--- src/rtl/mult_issue.sv ---
`default_nettype none
// ============================================================================
// Module      : mult_issue
// Description : Issue stage for a sequential 8x8 multiplier.
//               - Accepts an unsigned operand pair over a valid/ready handshake.
//               - Registers the pair onto oper_a/oper_b.
//               - Sequences mult_control with one start cycle, then four
//                 count steps (00..11).
//               - Checks done in the following WAIT cycle.
//               - Presents the 16-bit product over a valid/ready handshake.
//               If done is missing in WAIT, the operation is dropped and err
//               pulses for one cycle.
// Config      : MULT_ISSUE_FIFO_EN - when defined, operands are buffered in a
//               2-entry FIFO. An empty FIFO is bypassed, so an idle engine
//               starts one cycle after acceptance in either build.
// Ports       : clk, reset_a (async, active-high)
//               in_valid/in_ready, dataa/datab  - operand handshake
//               oper_a/oper_b                   - registered operands
//               start/count/done/product        - mult_control + datapath
//               out_valid/out_ready/out_result  - result handshake
//               busy, err                       - status
// Revision    : 1.0 - initial release
// ============================================================================
module mult_issue (
  input  logic        clk,
  input  logic        reset_a,
  input  logic        in_valid,
  output logic        in_ready,
  input  logic [7:0]  dataa,
  input  logic [7:0]  datab,
  output logic [7:0]  oper_a,
  output logic [7:0]  oper_b,
  output logic        start,
  output logic [1:0]  count,
  input  logic        done,
  input  logic [15:0] product,
  output logic        out_valid,
  input  logic        out_ready,
  output logic [15:0] out_result,
  output logic        busy,
  output logic        err
);

  localparam logic [2:0] S_IDLE  = 3'd0;
  localparam logic [2:0] S_START = 3'd1;
  localparam logic [2:0] S_RUN   = 3'd2;
  localparam logic [2:0] S_WAIT  = 3'd3;
  localparam logic [2:0] S_OUT   = 3'd4;

  logic [2:0] state;
  logic [2:0] state_next;
  logic [1:0] run_cnt;

  // Operand offered to the engine this cycle, and whether it is consumed.
  logic       avail;
  logic [7:0] avail_a;
  logic [7:0] avail_b;
  logic       take;

  // The engine only picks up new work from IDLE, or from OUT once the
  // current result is actually handed off.
  assign take = avail & ((state == S_IDLE) | ((state == S_OUT) & out_ready));

`ifdef MULT_ISSUE_FIFO_EN
  logic [7:0] fifo_a [2];
  logic [7:0] fifo_b [2];
  logic       wr_ptr;
  logic       rd_ptr;
  logic [1:0] fill;
  logic       push;
  logic       wr_en;
  logic       rd_en;
  logic       empty;
  logic       full;

  assign empty    = (fill == 2'd0);
  assign full     = (fill == 2'd2);
  // A full FIFO refuses the push even if a pop happens in the same cycle.
  assign in_ready = ~reset_a & ~full;
  assign push     = in_valid & in_ready;
  // Bypass: an incoming pair on an empty FIFO is usable immediately.
  assign avail    = ~empty | push;
  assign avail_a  = empty ? dataa : fifo_a[rd_ptr];
  assign avail_b  = empty ? datab : fifo_b[rd_ptr];
  assign rd_en    = take & ~empty;
  // A bypassed pair is consumed directly and never stored.
  assign wr_en    = push & ~(take & empty);

  always_ff @(posedge clk or posedge reset_a) begin
    if (reset_a) begin
      wr_ptr <= 1'b0;
      rd_ptr <= 1'b0;
      fill   <= 2'd0;
    end else begin
      if (wr_en) wr_ptr <= ~wr_ptr;
      if (rd_en) rd_ptr <= ~rd_ptr;
      case ({wr_en, rd_en})
        2'b10:   fill <= fill + 2'd1;
        2'b01:   fill <= fill - 2'd1;
        default: fill <= fill;
      endcase
    end
  end

  always_ff @(posedge clk) begin
    if (wr_en) begin
      fifo_a[wr_ptr] <= dataa;
      fifo_b[wr_ptr] <= datab;
    end
  end
`else
  // Without buffering the pair is taken straight from the inputs, so
  // ready is only offered when the engine can start on it at once.
  assign in_ready = ~reset_a & ((state == S_IDLE) | ((state == S_OUT) & out_ready));
  assign avail    = in_valid & in_ready;
  assign avail_a  = dataa;
  assign avail_b  = datab;
`endif

  // State register
  always_ff @(posedge clk or posedge reset_a) begin
    if (reset_a) state <= S_IDLE;
    else         state <= state_next;
  end

  // Next-state logic
  always_comb begin
    state_next = state;
    case (state)
      S_IDLE:  if (avail) state_next = S_START;
      S_START: state_next = S_RUN;
      S_RUN:   if (run_cnt == 2'd3) state_next = S_WAIT;
      S_WAIT:  state_next = done ? S_OUT : S_IDLE;
      S_OUT:   if (out_ready) state_next = avail ? S_START : S_IDLE;
      default: state_next = S_IDLE;
    endcase
  end

  // Output logic
  always_comb begin
    start     = (state == S_START);
    count     = (state == S_RUN) ? run_cnt : 2'd0;
    out_valid = (state == S_OUT);
    busy      = (state != S_IDLE);
  end

  // Datapath registers. run_cnt wraps 11 -> 00 as RUN exits, so it is
  // already zero for the next operation.
  always_ff @(posedge clk or posedge reset_a) begin
    if (reset_a) begin
      run_cnt    <= 2'd0;
      oper_a     <= 8'd0;
      oper_b     <= 8'd0;
      out_result <= 16'd0;
      err        <= 1'b0;
    end else begin
      run_cnt <= (state == S_RUN) ? run_cnt + 2'd1 : 2'd0;
      if (take) begin
        oper_a <= avail_a;
        oper_b <= avail_b;
      end
      if ((state == S_WAIT) && done) out_result <= product;
      err <= (state == S_WAIT) & ~done;
    end
  end

endmodule
`default_nettype wire

--- config.mk ---
export PLATFORM = sky130hd
export DESIGN_NAME = mult_issue
export DESIGN_NICKNAME = d
export VERILOG_FILES = /design/src/rtl/mult_issue.sv
export SDC_FILE = /design/constraint.sdc
export NUM_CORES = 1
export LEC_CHECK = 0
export BUFFER_PORTS_ARGS = -buffer_cell sky130_fd_sc_hd__buf_2
export CAP_MARGIN = 15
export CORE_MARGIN = 1.5
export CORE_UTILIZATION = 40
export DETAILED_ROUTE_END_ITERATION = 6
export MAX_ROUTING_LAYER = met4
export PLACE_DENSITY_LB_ADDON = 0.2
export SYNTH_ARGS = -nofsm -noshare
export SYNTH_HDL_FRONTEND = slang
export SYNTH_SLANG_ARGS = --single-unit
--- constraint.sdc ---
create_clock -name clk -period 3.08 [get_ports clk]
set_clock_uncertainty 0.05 [all_clocks]
set_input_delay 0.308 -clock clk [delete_from_list [all_inputs] [get_ports clk]]
set_output_delay 0.308 -clock clk [all_outputs]
set_load 0.02 [all_outputs]
==> metrics, run 1 <==
Cell Area, Synth=0.00154 mm^2; nets=216; Placer Congestion=0.692; Worst-Margin Slew=0.449 ns; Final Max Tran Viols=0; share of layout cells above drive strength 1=65.9%; pin count of the biggest net entering global routing=38; Vias=1062; Placed Cells=218; Worst VDD drop=0.469 mV; initial DRC count=23; clock-pin slew on the worst setup and hold paths=0.07 ns; Critical Path Fanout Max=4; CTS Sinks=38; Max-cap violations=0; # H-tree levels=2; die area=0.00422 mm^2; EDFF count, synth=0; post-route cell area=0.00206 mm^2; Final Critical Period=1.79 ns; antenna cells=0; Synthesis Warnings=0; Pre-antenna DRT Iters=4; Worst Hold Class=in -> reg; final hold vios=0; post-CTS resize count=0; ys async rst share=100%; number of global-route vias before repair=1095; Post-CTS Hold Buffers=1; DP Wirelength=2.17 mm; Port Buf Inserts=75; Residual DRC=0; post-route ant nets=0; Critical Path Sink Type=output port; Num CTS Buffers=5; Syn Nets=134; worst r2r src=state[2]$_DFFE_PP0P_; hold_sp=done; Post-CTS Setup Bufs=0; Setup violations, final=0; gr usage total=15.2%; Final Util=56.2%; Mean Syn Cell Area=16.0 um^2; die width=65.0 um; Yosys reg bits=38; CTS Buffer Depth=2; Hold Slack=0.182 ns; area grow syn2layout=34.0%; leakage=1.11 nW; RSZ-0062 raised after global routing=false; Die Y=65.0 um; vias per cell=4.68; Critical Path Source=reset_a; first-pass GRT wire length=4.65 mm; Top FF cell, synth=dfrtp_1; placed inst area=0.00196 mm^2; Yosys cell types=21; fin cells=227; setup TNS=0 ns; CP required=2.72 ns; Critical Setup Path Class=in -> out; antenna violations before repair=0; CP Data Arrival Time=1.43 ns; Cells after Synth=96; clk_lat worst skew=0.28 ns; core area=0.00366 mm^2; Worst slew margin=70.1%; Max Clk Rate=558 MHz; Starting Density=42.0%; CP Launch Type=primary input; sequential fraction of the synthesis area=61.9%; status=complete, no violations; row cnt=22; Final period util=58.2%; Power Dens Cells=1070 mW/mm^2; Routed wire per std cell=12.8 um; Root Driver=clkbuf_8; fillcell total=306; drt total wl=2.91 mm; CTS tree=built; GR Overflow Total=0; I/O Pins=76
-- critical path: stages --
cell           delay [ns]
dlygate4sd3_1        0.53
buf_2                0.13
inv_1                0.14
and3_1               0.18
buf_2                0.16
-- where the power goes --
part	leakage [nW]	internal, W	switching, W
clock	0.0482	0.000180	0.000156
sequential	0.463	0.000739	0.000126
combinational	0.597	0.000441	0.000555
total	1.11	0.00136	0.000837
-- synth_stat cells (2+ instances only) --
master | number | area share (%)
dfrtp_1 | 38 | 62
nand2b_1 | 2 | 0.81
and3_1 | 4 | 1.6
buf_6 | 2 | 1.5
nand2_1 | 2 | 0.49
mux2_2 | 22 | 16
nor3_1 | 2 | 0.65
mux2_4 | 9 | 8.8
inv_1 | 3 | 0.73
-- state kept, by name (all words and copies together), names as in the netlist --
name	count
out_result	16
oper_a	8
oper_b	8
state	3
run_cnt	2
err	1
-- worst paths after layout --
check,to,slack [ns],cells after the start
worst min-delay path,err$_DFF_PP0_,0.18,2
max in group asynchronous,oper_a[4]$_DFFE_PP0P_,1.90,4
min in group asynchronous,state[2]$_DFFE_PP0P_,0.41,3
worst min register to register,run_cnt[0]$_DFF_PP0_,0.40,1
worst max register to register,out_result[14]$_DFFE_PP0P_,1.53,3
worst max-delay path,in_ready,1.29,5
-- placed cells by master, fill, tap and decap left out --
master and instances:
buf_4 1, nand3_4 1, buf_2 75, and2b_2 1
inv_1 3, clkbuf_1 1, mux2_1 1, dlygate4sd3_1 1
nor2_1 1, a22oi_1 1, nor2_2 1, dfrtp_1 38
clkbuf_8 6, nand2b_1 2, mux2_2 22, nand4_4 1
ha_1 1, nand2_1 2, and3_1 4, o21ai_0 1
o22ai_1 1, mux2_4 9, a21o_1 1, clkinv_2 1
nor3_1 2, or3_1 1
-- cells by family after synthesis --
logic type                 synth area share (%)
DFF                                        61.9
muxes                                      25.7
adders and majority gates                 0.814
AOI/OAI and AO/OA                          1.71
and+or+nand+nor                            7.74
buffers and inverters                      2.20
-- per-stage QoR --
stage / power [W] / setup WS [ns]
after floorplan: 0.00155 / 0.958
after global placement: 0.00184 / 1.58
after detailed placement: 0.00188 / 1.52
after CTS: 0.00223 / 1.27
after global routing: 0.00234 / 1.17
final: 0.00220 / 1.29
-- layer usage --
layer	track usage [%]	wire, um
met5	-	0
met3	5.73	244
met4	5.59	32
met1	16.5	1120
met2	25.5	1500
-- final cells by class --
type,instances,area [um^2],area share [%]
Inverter,3,11.3,0.547
Clock buffer,7,86.3,4.19
Multi-Input combinational cell,53,552,26.8
Timing Repair Buffer,77,393,19.1
Clock inverter,1,5.00,0.243
Sequential cell,38,951,46.2
Tap cell,48,60.1,2.92
No activity file was read; power rests on OpenSTA's default activity.
==> inputs of run 2 (changes only) <==
--- a/config.mk
+++ b/config.mk
@@ -5,6 +5,7 @@
 export SDC_FILE = /design/constraint.sdc
 export NUM_CORES = 1
 export LEC_CHECK = 0
+export ABC_AREA = 1
 export BUFFER_PORTS_ARGS = -buffer_cell sky130_fd_sc_hd__buf_2
 export CAP_MARGIN = 15
 export CORE_MARGIN = 1.5
==> constraint.sdc (replaced) <==
create_clock -name clk -period 1.5 [get_ports clk]
set_clock_uncertainty 0.05 [all_clocks]
set_input_delay 0.15 -clock clk [delete_from_list [all_inputs] [get_ports clk]]
set_output_delay 0.15 -clock clk [all_outputs]
set_load 0.02 [all_outputs]
==> run 2 against run 1 <==
  * The flow now finishes with violations (hold timing)
  * Register-to-register slack lost 1.4 ns
  * Synthesized cell count grew 84%
  * Worst hold slack got worse by 0.19 ns
  * Worst setup slack lost 1.2 ns
  * First-iteration DRC count rose to 3.1 times the previous value
  * Clock power up 84%
  * Via count up 24%
  * Global-route usage increased by 0.12 points
  * Sequential share of layout area down 1.8 points
  * Largest cell class unchanged
==> metrics, run 2 <==
Max-cap violations=0; post-route cell area=0.00215 mm^2; final hold vios=26; GR Overflow Total=0; gr usage total=15.3%; antenna violations before repair=0; core area=0.00372 mm^2; area grow syn2layout=37.0%; Hold Slack=-0.00880 ns; CTS tree=built; I/O Pins=76; Routed wire per std cell=9.79 um; initial DRC count=71; share of layout cells above drive strength 1=37.9%; Placer Congestion=0.822; antenna cells=0; most frequent cells in the layout=buf_2 (72), nand2_1 (70), dfrtp_1 (36), inv_1 (25), o21ai_0 (9); leakage=1.28 nW; # H-tree levels=2; Synth Area in Simple Gates=23.9%; Int Power=0.00251 W; Mean Syn Cell Area=8.86 um^2; CTS Buffer Depth=2; Critical Setup Path Class=reg -> out; pre-CTS WS=0.137 ns; placed inst area=0.00201 mm^2; Die Y=65.6 um; Critical Path Sink Type=output port; Final Critical Period=1.45 ns; ys async rst share=100%; Critical Path Slowest Stage Cell=dfrtp_2; Sequential Power Share=39.9%; Yosys reg bits=38; most frequent cell after synthesis=nand2_1; fillcell total=360; CP required=1.30 ns; Top FF cell, synth=dfrtp_1; clk_lat worst skew=0.27 ns; first-pass GRT wire length=4.87 mm; Synth Area in Adders=0.798%; vias per cell=4.27; post-route ant nets=0; Root Driver=clkbuf_8; storage element area=953 um^2; Max Clk Rate=687 MHz; Synth top cells by count=nand2_1 (70), dfrtp_1 (38), inv_1 (27); Yosys cell types=21; post-synthesis mux area share=0%; die area=0.00430 mm^2; Clk pwr share=14.3%; Cells after Synth=177; CTS Sinks=38; pin count of the biggest net entering global routing=39; row cnt=22; Worst slew margin=70.2%; worst-path cell chain=nor3_4, inv_2, nor2_1, buf_4; Worst VDD drop=1.03 mV; R2R Setup Slk=0.15 ns; Final Util=57.8%; nets=299; CP Data Arrival Time=1.25 ns; failing checks=hold timing; Worst Hold Class=in -> async; Syn Nets=215; xor/xnor share of the synthesized area=0%; clock-pin slew on the worst setup and hold paths=0.06 ns; Residual DRC=0; Pre-antenna DRT Iters=4; Port Buf Inserts=75; die width=65.6 um; top area cells in the synthesized netlist=dfrtp_1 (61%), nand2_1 (17%), inv_1 (6.5%); Starting Density=42.2%; EDFF count, synth=0; largest family of logic cells by synthesized area=simple AND/OR/NAND/NOR gates; Setup violations, final=0; Final Max Tran Viols=0; DP Wirelength=2.20 mm; Compound-Gate Fraction of Synth Area=5.59%; sequential fraction of the synthesis area=60.7%; Sw Pwr=0.00180 W; flip-flop count of the largest register after layout=16; footprint of the multi-input gates=494 um^2; post-route worst setup slack=0.0453 ns; Sw Share=41.8%; CP Launch Type=flop; Reg with most FFs=out_result; Num CTS Buffers=5; commonest non-fill, non-tap cell in the layout=buf_2; cell taking the most area after synthesis=dfrtp_1; Regs by FF count=out_result (16), oper_a (8), oper_b (8); Power Dens Cells=2010 mW/mm^2; Yosys top cell area share=60.7%; status=finished with violations; Cell Area, Synth=0.00157 mm^2; Vias=1320; part of the power in combinational logic=45.8%; RSZ-0062 raised after global routing=true; number of global-route vias before repair=1192; Final period util=97.0%; Worst-Margin Slew=0.446 ns; Synthesis Warnings=0; drt total wl=3.03 mm; Slowest Stage Delay on Critical Path=0.45 ns; Critical Path Fanout Max=4
run 2: changes by cell type after synthesis, moves of 7 or more:
cell	change
inv_1	+24
mux2_2	-22
mux2_4	-9
nand2_1	+68
nor2_1	+7
o21ai_0	+8
o21ai_1	+7
run 2: logic make-up after synthesis:
kind of cell / after synthesis
adder cells (fa/ha/maj): 1
buffers and inverters: 34
AO/OA/AOI/OAI: 17
AND/OR/NAND/NOR: 87
flip-flops: 38
run 2: layout make-up:
class | instances | area share (%)
clock buffer | 7 | 3.55
inverter | 29 | 5.24
tap | 48 | 2.80
timing repair buffer | 82 | 21.0
sequential | 38 | 44.4
multi-input combinational | 105 | 23.0
run 2: timing repair:
action                                  in CTS  in global routing
endpoints found under the hold margin        1                  0
gates resized for setup                      5                  5
hold buffers                                 1                  0
buffers inserted                             2                  1
endpoints found under the setup margin       2                  4
pin swaps                                    1                  1
run 2: final timing paths:
| check | startpoint | endpoint | depth (start not counted) |
|---|---|---|---|
| setup / recovery | state[0]$_DFFE_PP0P_ | count[1] | 4 |
| hold / removal | reset_a | oper_b[7]$_DFFE_PP0P_ | 3 |
| setup reg to reg | state[1]$_DFFE_PP0P_ | oper_b[1]$_DFFE_PP0P_ | 7 |
| hold reg to reg | run_cnt[0]$_DFF_PP0_ | run_cnt[0]$_DFF_PP0_ | 1 |
| max in group asynchronous | reset_a | state[0]$_DFFE_PP0P_ | 3 |
| min in group clk | dataa[7] | oper_a[7]$_DFFE_PP0P_ | 3 |
run 2: per-stage QoR:
stage	setup TNS, ns	power [W]	std cells
2_1_floorplan	0	0.00298	177
3_3_place_gp	0	0.00360	298
3_5_place_dp	0	0.00363	298
4_1_cts	0	0.00434	308
5_1_grt	-0.0709	0.00469	309
6_report	0	0.00432	309
run 2: per-layer routing:
layer  wire length (um)  up-vias  track usage, %
li1                   -      693               -
met1               1360      573            17.2
met2               1380       50            24.9
met3                241        4            5.14
met4                 41        0            7.03
met5                  0        -               -
run 2: power by group through the flow:
stage / clock, W / combinational (W) / sequential (W)
6_report: 0.000618 / 0.00198 / 0.00172
3_5_place_dp: 0 / 0.00189 / 0.00174
5_1_grt: 0.000695 / 0.00220 / 0.00179
3_3_place_gp: 0 / 0.00186 / 0.00174
4_1_cts: 0.000646 / 0.00196 / 0.00173
2_1_floorplan: 0 / 0.000742 / 0.00224
run 2: worst max-delay path: cells and delay by family (launching register included):
kind	cells	cell delay, ns
simple gates	2	0.32
flops	1	0.45
buf+inv	2	0.22
